File: src/rtl/vga_fb_port_arbiter.sv
// ============================================================================
// Module      : vga_fb_port_arbiter
// Description : Shares one framebuffer BRAM port between VGA scan-out (priority
//               inside the active window) and a CPU valid/ready requester.
// Revision    : 1.0 - initial release
// ============================================================================
`default_nettype none

module vga_fb_port_arbiter #(
  parameter int WIDTH        = 400,
  parameter int HEIGHT       = 300,
  parameter int STARVE_LIMIT = 1024
) (
  input  logic        vga_clk,
  input  logic        vga_rst_n,
  input  logic [9:0]  vga_h_addr,
  input  logic [9:0]  vga_v_addr,
  output logic [31:0] vga_data,
  input  logic        cpu_valid,
  output logic        cpu_ready,
  input  logic        cpu_wen,
  input  logic [31:0] cpu_addr,
  input  logic [31:0] cpu_wdata,
  input  logic [3:0]  cpu_wstrb,
  output logic        cpu_rvalid,
  input  logic        cpu_rready,
  output logic [31:0] cpu_rdata,
  output logic        cpu_starve,
  output logic        bram_en,
  output logic [3:0]  bram_we,
  output logic [31:0] bram_addr,
  output logic [31:0] bram_din,
  output logic        bram_clk,
  output logic        bram_rst,
  input  logic [31:0] bram_dout
);

  typedef enum logic [1:0] {
    IDLE    = 2'd0,
    RD_CAP  = 2'd1,
    RD_HOLD = 2'd2
  } state_t;

  localparam logic [31:0] C_WIDTH  = 32'(WIDTH);
  localparam logic [31:0] C_HEIGHT = 32'(HEIGHT);
  localparam logic [15:0] C_LIMIT  = 16'(STARVE_LIMIT);

  state_t      state_q, state_d;
  logic        rvalid_q, rvalid_d;
  logic [31:0] rdata_q, rdata_d;
  logic        scan_valid_q, scan_valid_d;
  logic [15:0] starve_cnt_q, starve_cnt_d;
  logic        starve_q, starve_d;

  logic [31:0] w_h_ext, w_v_ext, w_scan_addr;
  logic        w_scan_req, w_accept, w_stall;

  assign w_h_ext     = {22'd0, vga_h_addr};
  assign w_v_ext     = {22'd0, vga_v_addr};
  assign w_scan_req  = (w_h_ext < C_WIDTH) && (w_v_ext < C_HEIGHT);
  // Full 32-bit word index before the byte shift so large windows never wrap early.
  assign w_scan_addr = (w_v_ext * C_WIDTH + w_h_ext) << 2;

  assign w_accept  = cpu_valid & ~w_scan_req & (state_q == IDLE);
  assign w_stall   = cpu_valid & ~w_accept;
  assign cpu_ready = w_accept;

  assign bram_clk = vga_clk;
  assign bram_rst = ~vga_rst_n;

  always_comb begin
    bram_en   = 1'b0;
    bram_we   = 4'd0;
    bram_addr = 32'd0;
    bram_din  = 32'd0;
    if (w_scan_req) begin
      bram_en   = 1'b1;
      bram_addr = w_scan_addr;
    end else if (w_accept) begin
      bram_en   = 1'b1;
      bram_addr = cpu_addr;
      bram_din  = cpu_wdata;
      bram_we   = cpu_wen ? cpu_wstrb : 4'd0;
    end
  end

  always_comb begin
    state_d  = state_q;
    rvalid_d = rvalid_q;
    rdata_d  = rdata_q;
    case (state_q)
      IDLE: begin
        if (w_accept && !cpu_wen) state_d = RD_CAP;
      end
      RD_CAP: begin
        // bram_dout here is the CPU read issued last cycle, even if scan starts now.
        rdata_d  = bram_dout;
        rvalid_d = 1'b1;
        state_d  = RD_HOLD;
      end
      RD_HOLD: begin
        if (cpu_rready) begin
          rvalid_d = 1'b0;
          state_d  = IDLE;
        end
      end
      default: begin
        rvalid_d = 1'b0;
        state_d  = IDLE;
      end
    endcase
  end

  always_comb begin
    scan_valid_d = w_scan_req;
    starve_cnt_d = 16'd0;
    if (w_stall) begin
      starve_cnt_d = (starve_cnt_q >= C_LIMIT) ? starve_cnt_q : starve_cnt_q + 16'd1;
    end
    starve_d = starve_q | (starve_cnt_d >= C_LIMIT);
  end

  always_ff @(posedge vga_clk) begin
    if (!vga_rst_n) begin
      state_q      <= IDLE;
      rvalid_q     <= 1'b0;
      rdata_q      <= 32'd0;
      scan_valid_q <= 1'b0;
      starve_cnt_q <= 16'd0;
      starve_q     <= 1'b0;
    end else begin
      state_q      <= state_d;
      rvalid_q     <= rvalid_d;
      rdata_q      <= rdata_d;
      scan_valid_q <= scan_valid_d;
      starve_cnt_q <= starve_cnt_d;
      starve_q     <= starve_d;
    end
  end

  assign vga_data   = scan_valid_q ? bram_dout : 32'd0;
  assign cpu_rvalid = rvalid_q;
  assign cpu_rdata  = rdata_q;
  assign cpu_starve = starve_q;

endmodule

`default_nettype wire

File: config.mk
export PLATFORM = sky130hd
export DESIGN_NAME = vga_fb_port_arbiter
export DESIGN_NICKNAME = d
export VERILOG_FILES = /design/src/rtl/vga_fb_port_arbiter.sv
export SDC_FILE = /design/constraint.sdc
export NUM_CORES = 1
export LEC_CHECK = 0
export BUFFER_PORTS_ARGS = -buffer_cell sky130_fd_sc_hd__buf_2
export CORE_AREA = 3 3 101 103
export CTS_BUF_LIST = sky130_fd_sc_hd__clkbuf_2
export CTS_CLUSTER_DIAMETER = 80
export DETAILED_ROUTE_END_ITERATION = 12
export DIE_AREA = 0 0 104 106
export PLACE_DENSITY = 0.82
export REMOVE_ABC_BUFFERS = 1
export SYNTH_ARGS = -nofsm -noshare
export SYNTH_HDL_FRONTEND = slang
export SYNTH_SLANG_ARGS = --single-unit
export TNS_END_PERCENT = 30
File: constraint.sdc
create_clock -name vga_clk -period 5.18 [get_ports vga_clk]
set_input_delay 0 -clock vga_clk [delete_from_list [all_inputs] [get_ports vga_clk]]
set_output_delay 0 -clock vga_clk [all_outputs]
set_load 0.02 [all_outputs]
==> results of run 1 <==
## per-stage QoR
step / setup WS [ps] / hold WS [ps] / cells / util (%) / area [sq um]
2_1_floorplan: 1970 / 0 / 520 / - / 4080
3_3_place_gp: 1850 / 134 / 915 / 60.2 / 5590
3_5_place_dp: 1770 / 134 / 915 / 60.2 / 5590
4_1_cts: 1760 / 76.3 / 963 / 64.8 / 6020
5_1_grt: 1520 / 96.1 / 963 / 64.8 / 6020
6_report: 1740 / 92.7 / 963 / 64.8 / 6020
## state kept, by name, summed over array words and instances, names as in the netlist
signal,cells
cpu_starve,1
cpu_rvalid,1
starve_cnt_q,16
cpu_rdata,32
scan_valid_q,1
state_q,2
## layer usage
metal | part of all wire [%] | up-vias
met4 | 2.3 | 0
met3 | 7.0 | 31
li1 | - | 2388
met5 | 0 | -
met1 | 42 | 2179
met2 | 49 | 211
## logic make-up after synthesis
logic type                 after synthesis  share of synthesized area, %
AOI/OAI and AO/OA                       98                          14.4
xor gates and xnor gates                28                          5.84
adders and majority gates               52                          16.6
buffers and inverters                   64                          6.02
DFF                                     53                          25.3
muxes                                    1                         0.238
and+or+nand+nor                        252                          31.7
## worst min-delay path, stage by stage
cell and delay, ps:
buf_2 100, nor2_1 50, nand3_1 110, nand2_1 130, nor3_1 160
## layout make-up
| type | count | share of cell area [%] |
|---|---|---|
| Multi-Input combinational cell | 431 | 48.0 |
| Timing Repair Buffer | 302 | 28.4 |
| Sequential cell | 53 | 17.6 |
| Tap cell | 129 | 2.68 |
| Inverter | 36 | 2.25 |
| Clock buffer | 10 | 0.832 |
| Clock inverter | 2 | 0.229 |
## final timing paths
check	end	cells past startpoint	slack, ps	start
max	bram_addr[20]	17	1740	vga_v_addr[4]
max reg2reg	cpu_starve	7	3160	starve_cnt_q[13]
min reg2reg	cpu_rdata[6]	2	470	cpu_rdata[6]
min	state_q[0]	5	90	vga_h_addr[9]
## cell usage after synthesis (2+ instances only)
cell type   n  area share (%)
and3_1      6            0.89
nor2_1     26             2.3
fa_1        6             2.9
clkbuf_1   25             2.2
a31oi_1     2            0.30
nand2_1    84             7.5
a21o_1      5            0.89
o31ai_1     2            0.36
ha_1       46              14
nor2b_1     2            0.30
a211oi_1    4            0.72
dfxtp_1    53              25
nand2b_1    3            0.45
inv_1      35             3.1
nor3_1      4            0.48
nand3_1    26             3.1
xor2_1     17             3.5
a21oi_1    43             5.1
nand4_1     5            0.74
o21ai_0    21             2.5
o21ai_1     4            0.48
xnor2_1    11             2.3
and2_1     82              12
o21a_1      6             1.1
## timing repair
item                      CTS  global route
hold endpoints to repair   47             0
hold buffers               37             0
setup buffers               0             0
## power by group through the flow
stage | Combinational, mW | Sequential, mW | Clock, mW
floorplan | 0.444 | 0.443 | 0
global placement | 0.646 | 0.433 | 0.0180
detailed placement | 0.654 | 0.434 | 0.0180
CTS | 0.681 | 0.426 | 0.213
global route | 0.757 | 0.428 | 0.232
finish | 0.689 | 0.427 | 0.206
==> qor.yml, run 1 <==
pwr:
  p_sw_share_pct: 42.6
  ir_drop_uv: 91.0
  p_int_uw: 758
  clkPwrFrac_pct: 15.6
  netSwitchingPower_uw: 563
  p_comb_share_pct: 52.1
  p_leak_nw: 3.22
  pwr_density_cell_nw_per_um2: 220
  sequentialPowerShare_pct: 32.3
  total_power_mw: 1.32
status:
  status: "complete, no violations"
die:
  die_w_um: 104
  core_area_sq_um: 9280
  die_h_um: 106
  die_area_sq_um: 11000
  io_pins: 263
  rows: 35
  start_util_pct: 45.2
drt:
  vias: 4809
  first_pass_iters: 4
  drc: 0
  first_iter_violations: 265
  routed_wl_um: 14900
  avgViaCountPerCell: 4.99
  routedWlPerCell_um: 15.5
  postRouteAntennaNets: 0
final_layout:
  multi_input_area_sq_um: 2890
  num_antenna_cells: 0
  seq_area_sq_um: 1060
  final_cell_mix: "buf_2 (262), nand2_1 (84), and2_1 (82)"
  mostFrequentLayoutCell: "buf_2"
  fillers: 804
  fin_nets: 1010
  area_delta_synth_final_pct: 43.3
  layout-drive-gt1-share_pct: 35.0
setup_path:
  arrival_ps: 3440
  start_kind: "input port"
  cp_top_family: "adder cells"
  cp_slowest_cell: "fa_1"
  cp_max_fo: 8
  worst-setup-path-type: "input port to primary output"
  crit_chain: "buf_2 -> inv_1 -> ha_1 -> inv_1 -> ha_1 -> inv_1 -> fa_1 -> inv_1 -> ha_1 -> a21o_1 -> a221oi_4 -> xnor2_1 -> nand4_2 -> nor2_2 -> a31oi_1 -> o31ai_2 -> buf_2"
  crit_path_frequent_cell: "inv_1"
  critPathBufInv: 6
  max_stage_delay_ps: 500
  required_ps: 5180
  setup.worst_path.end_class: "primary output"
clock_network:
  insertion_delay_ps: 510
  cts_resized: 0
  path_clk_slew_ps: 230
  cts_tree: "done"
grt:
  grt_max_degree: 53
  grt_usage_pct: 26.1
  antenna_found_initial: 0
  grt.met2_usage_pct: 46.0
  grt_use_met3_pct: 6.19
  overflow: 0
  grt.busiest_layer: "met2"
  grt_pass1_wl_um: 24000
  first_global_vias: 4794
  grtUsageMet1_pct: 31.8
timing:
  grt_setup_unrepaired: "no"
  max_slew_margin_pct: 25.0
  max_freq_mhz: 291
  clock_skew_ps: 24.3
  tightest_slew_ps: 1120
  timing.final.crit_period_ps: 3440
  period_share_pct: 66.4
  hold_violations: 0
  setup_violations: 0
  fin_tns_setup_ps: 0
  slew_viol_final: 0
synthesis:
  ys.flop_type: "dfxtp_1"
  synthDistinctLibCells: 54
  ys_warn_count: 0
  avgSynthCellArea_sq_um: 7.66
  async_flop_share_pct: 0
  synthesis.area_sq_um: 4200
  ys_ff_latch: 53
  synth_edf_count: 0
  yosysSeqAreaShare_pct: 25.3
  syn_inst: 548
worst_hold_path:
  hp-class: "input port to flip-flop"
flow_run:
  maxCapViolCount: 0
placed_design:
  hpwl_um: 11100
  port_buffers: 262
  finalWeightedCongestion: 0.904
(Power assumes the default switching activity.)
==> run 2: changes to the inputs <==
--- a/config.mk
+++ b/config.mk
@@ -5,13 +5,14 @@
 export SDC_FILE = /design/constraint.sdc
 export NUM_CORES = 1
 export LEC_CHECK = 0
+export ABC_AREA = 1
 export BUFFER_PORTS_ARGS = -buffer_cell sky130_fd_sc_hd__buf_2
-export CORE_AREA = 3 3 101 103
+export CORE_MARGIN = 3
+export CORE_UTILIZATION = 46
 export CTS_BUF_LIST = sky130_fd_sc_hd__clkbuf_2
 export CTS_CLUSTER_DIAMETER = 80
 export DETAILED_ROUTE_END_ITERATION = 12
-export DIE_AREA = 0 0 104 106
-export PLACE_DENSITY = 0.82
+export PLACE_DENSITY = 0.83
 export REMOVE_ABC_BUFFERS = 1
 export SYNTH_ARGS = -nofsm -noshare
 export SYNTH_HDL_FRONTEND = slang
==> constraint.sdc (replaced) <==
create_clock -name vga_clk -period 3.2 [get_ports vga_clk]
set_input_delay 0 -clock vga_clk [delete_from_list [all_inputs] [get_ports vga_clk]]
set_output_delay 0 -clock vga_clk [all_outputs]
set_load 0.02 [all_outputs]
==> qor.yml, run 2 <==
drt:
  vias: 5846
  first_iter_violations: 434
  routedWlPerCell_um: 14.7
  drc: 0
  first_pass_iters: 8
  postRouteAntennaNets: 0
  routed_wl_um: 17300
  avgViaCountPerCell: 4.95
timing:
  max_slew_margin_pct: 19.9
  setup_violations: 0
  hold_violations: 0
  grt_setup_unrepaired: "no"
  slew_viol_final: 0
  clock_skew_ps: 36.7
  tightest_slew_ps: 1200
  fin_tns_setup_ps: 0
  timing.final.crit_period_ps: 2970
  holdWs_ps: 106
  max_freq_mhz: 337
  period_share_pct: 92.8
synthesis:
  async_flop_share_pct: 0
  ys.flop_type: "dfxtp_1"
  synth_area_leaders: "dfxtp_1 (23%), ha_1 (13%), inv_1 (12%), nor2_1 (12%), nand2_1 (11%)"
  ys_ff_latch: 53
  ys_warn_count: 0
  syn_inst: 733
  synth_commonest_cells: "inv_1 (149), nor2_1 (145), nand2_1 (137)"
  synth_edf_count: 0
  yosysTopAreaCell: "dfxtp_1"
  yosysSeqAreaShare_pct: 23.1
  yosysMostFrequentCell: "inv_1"
  synthesis.area_sq_um: 4580
  synthDominantCellAreaShare_pct: 23.1
  synthDistinctLibCells: 39
  avgSynthCellArea_sq_um: 6.25
die:
  die_h_um: 106
  core_area_sq_um: 9460
  rows: 35
  die_area_sq_um: 11200
  io_pins: 263
  die_w_um: 106
  start_util_pct: 48.5
final_layout:
  final_cell_mix: "buf_2 (262), inv_1 (149), nor2_1 (145)"
  layout-drive-gt1-share_pct: 29.5
  fin_nets: 1229
  mostFrequentLayoutCell: "buf_2"
  largest_reg_flops: 32
  num_antenna_cells: 0
  fin_area_sq_um: 6770
  area_delta_synth_final_pct: 47.6
setup_path:
  crit_path_frequent_cell: "ha_1"
  max_stage_delay_ps: 540
  cp_slowest_cell: "fa_1"
  r2r_slack_ps: 560
  critPathBufInv: 2
  setup.worst_path.end_class: "primary output"
  cp-startpoint: "vga_v_addr[1]"
  timing.rr.start: "state_q[0]"
  reg2reg_to: "cpu_rdata[23]"
  worst-setup-path-type: "input port to primary output"
  cp.depth: 15
  crit_chain: "buf_2 -> ha_1 -> ha_1 -> ha_1 -> fa_1 -> ha_4 -> nand2_1 -> nor2_1 -> nand2_1 -> nand3_1 -> nand3_1 -> nor2_1 -> a21oi_1 -> o21ai_0 -> buf_2"
  cp_max_fo: 4
  r2r_cells: 7
  arrival_ps: 2970
  cp_top_family: "adder cells"
  start_kind: "input port"
  required_ps: 3200
  endpoint: "bram_addr[16]"
grt:
  grt_usage_pct: 29.8
  grt_max_degree: 51
  overflow: 0
  first_global_vias: 5667
  antenna_found_initial: 0
  grt_pass1_wl_um: 27600
placed_design:
  hpwl_um: 11700
  dpl_cell_area_sq_um: 5960
  port_buffers: 262
  finalWeightedCongestion: 0.882
flow_run:
  maxCapViolCount: 0
pwr:
  pwr_density_cell_nw_per_um2: 366
  p_leak_nw: 4.33
  total_power_mw: 2.48
  ir_drop_uv: 216
status:
  status: "complete, no violations"
clock_network:
  insertion_delay_ps: 530
  post_cts_buffers: 0
  cts_tree: "done"
  path_clk_slew_ps: 260
worst_hold_path:
  hp-class: "input port to flip-flop"
## run 2: cells by family after synthesis
family,count (synthesis),share of synthesized area (%)
mux,1,0.218
compound gates,76,9.14
fa+ha+maj,52,15.2
xor+xnor,8,1.53
buf+inv,176,15.0
flops,53,23.1
simple gates,367,35.8
## run 2: per-layer routing
metal  GRT usage, %  wire length [um]  up-vias
met5              0                 0        -
met4           10.2               408        0
met3           7.78              1780       56
met2           51.4              8270      331
met1           35.9              6880     2587
li1               -                 -     2872
## run 2: layout make-up
type                            instances  area (sq um)
Multi-Input combinational cell        504          2850
Tap cell                              129           161
Fill cell                             747          2690
Timing Repair Buffer                  332          2010
Clock buffer                            9          45.0
Inverter                              152           571
Clock inverter                          3          68.8
Sequential cell                        53          1060
## run 2: report_power, final
part / internal (mW) / switching, mW
clock: 0.247 / 0.257
combinational: 0.469 / 0.799
sequential: 0.686 / 0.0180
## run 2: stage by stage
step	utilization (%)	worst slack, ps	instances
finish	71.5	231	1182
global route	71.5	2.88	1182
CTS	71.4	215	1182
detailed placement	63.0	213	1103
global placement	63.0	225	1103
floorplan	-	424	709
## run 2: worst min-delay path by stage
stage	from	end	cells past startpoint
4_1_cts	vga_h_addr[9]	scan_valid_q	5
6_report	vga_h_addr[9]	scan_valid_q	5
5_1_grt	vga_h_addr[9]	scan_valid_q	5
2_1_floorplan	vga_clk	bram_clk	0
3_5_place_dp	vga_clk	bram_clk	1
3_3_place_gp	vga_clk	bram_clk	1
## run 2: worst reg2reg max path, cell delays in order (launching register included)
cell,delay (ps)
dfxtp_1,420
inv_1,70
nor2_1,140
buf_4,320
inv_1,540
nor2_1,370
nor2_1,100
dlygate4sd3_1,590
## run 2: what timing repair did
| item | CTS | global route |
|---|---|---|
| hold buffers | 68 | 0 |
| endpoints found under the setup margin | 0 | 1 |
| hold endpoints to repair | 41 | 0 |
| resized for setup | 0 | 1 |
==> run 3: changes to the inputs <==
--- a/config.mk
+++ b/config.mk
@@ -9,11 +9,12 @@
 export BUFFER_PORTS_ARGS = -buffer_cell sky130_fd_sc_hd__buf_2
 export CORE_MARGIN = 3
 export CORE_UTILIZATION = 46
-export CTS_BUF_LIST = sky130_fd_sc_hd__clkbuf_2
+export CTS_BUF_LIST = sky130_fd_sc_hd__clkbuf_8
 export CTS_CLUSTER_DIAMETER = 80
 export DETAILED_ROUTE_END_ITERATION = 12
 export PLACE_DENSITY = 0.83
 export REMOVE_ABC_BUFFERS = 1
+export SLEW_MARGIN = 10
 export SYNTH_ARGS = -nofsm -noshare
 export SYNTH_HDL_FRONTEND = slang
 export SYNTH_SLANG_ARGS = --single-unit
==> qor.yml, run 3 (synthesis results as in run 2) <==
final_layout:
  num_antenna_cells: 0
  fin_nets: 1196
  layout-drive-gt1-share_pct: 30.5
  fin_area_sq_um: 6500
  post-route-util_pct: 68.8
  fillers: 804
  mostFrequentLayoutCell: "buf_2"
  final_cell_mix: "buf_2 (262), inv_1 (149), nor2_1 (145)"
  largest_reg_flops: 32
  area_delta_synth_final_pct: 41.9
worst_hold_path:
  hp-class: "input port to flip-flop"
setup_path:
  required_ps: 3200
  setup.worst_path.end_class: "primary output"
  start_kind: "input port"
  arrival_ps: 2970
  worst-setup-path-type: "input port to primary output"
  cp_max_fo: 4
timing:
  fin_tns_setup_ps: 0
  timing.final.crit_period_ps: 2970
  max_freq_mhz: 337
  max_slew_margin_pct: 25.6
  fin_ws_ps: 232
  period_share_pct: 92.7
  clock_skew_ps: 10.2
  tightest_slew_ps: 1110
  hold_violations: 0
  grt_setup_unrepaired: "no"
  setup_violations: 0
  slew_viol_final: 0
pwr:
  total_power_mw: 2.58
  p_leak_nw: 4.15
  ir_drop_uv: 264
  pwr_density_cell_nw_per_um2: 397
placed_design:
  finalWeightedCongestion: 0.882
  hpwl_um: 11700
  port_buffers: 262
  dpl_cell_area_sq_um: 5960
  preCtsSetupSlack_ps: 213
grt:
  grt_max_degree: 51
  antenna_found_initial: 0
  overflow: 0
  grt_usage_pct: 26.7
  first_global_vias: 5146
  grt_pass1_wl_um: 24700
drt:
  first_pass_iters: 5
  routedWlPerCell_um: 13.4
  routed_wl_um: 15300
  vias: 5478
  postRouteAntennaNets: 0
  first_iter_violations: 306
  drc: 0
  avgViaCountPerCell: 4.77
status:
  status: "complete, no violations"
die:
  core_area_sq_um: 9460
  rows: 35
  start_util_pct: 48.5
  io_pins: 263
  die_area_sq_um: 11200
  die_w_um: 106
  die_h_um: 106
clock_network:
  cts_tree: "done"
  insertion_delay_ps: 410
  path_clk_slew_ps: 100
flow_run:
  maxCapViolCount: 0
-- run 3: stage by stage --
step,hold slack (ps),instances
6_report,128,1149
2_1_floorplan,0,709
5_1_grt,151,1149
3_5_place_dp,134,1103
4_1_cts,95.7,1149
3_3_place_gp,134,1103
-- run 3: final timing paths --
path | start | end | slack (ps) | depth (start not counted)
setup / recovery | vga_v_addr[1] | bram_addr[16] | 230 | 15
hold reg to reg | starve_cnt_q[15] | starve_cnt_q[15] | 430 | 2
setup reg to reg | state_q[1] | cpu_rdata[1] | 1400 | 5
hold / removal | vga_rst_n | starve_cnt_q[7] | 130 | 3
-- run 3: report_power, final --
group	total [mW]	switching [mW]	internal [mW]
combinational	1.23	0.781	0.445
sequential	0.699	0.0163	0.683
clock	0.659	0.256	0.403
-- run 3: cell type report --
class                   count  area, sq um  area share, %
clock buffers               9          115           1.77
multi-input cells         504         2850           43.8
flip-flops and latches     53         1060           16.3
inverters                 152          571           8.77
repair buffers            299         1680           25.8
well taps                 129          161           2.48
clock inverters             3         68.8           1.06
-- run 3: critical path, stage by stage --
cell	delay, ps
buf_2	120
ha_1	300
ha_1	300
ha_1	320
fa_1	540
ha_4	310
nand2_1	70
nor2_1	90
nand2_1	50
nand3_1	120
nand3_1	120
nor2_1	140
a21oi_1	80
o21ai_0	190
buf_2	200
-- run 3: routing by layer --
layer	vias to the layer above	track usage [%]	wire [um]	share of wire, %
met4	0	7.68	198	1.3
met5	-	0	0	0
met1	2409	32.9	6300	41
met3	20	8.27	1570	10
met2	245	44.6	7280	47
li1	2804	-	-	-
-- run 3: repair_timing --
item                                   in CTS  in global routing
setup buffers                               0                  0
gates resized for setup                     0                  1
endpoints found under the hold margin      41                  0
hold buffers                               35                  0
setup endpoints to repair                   0                  1
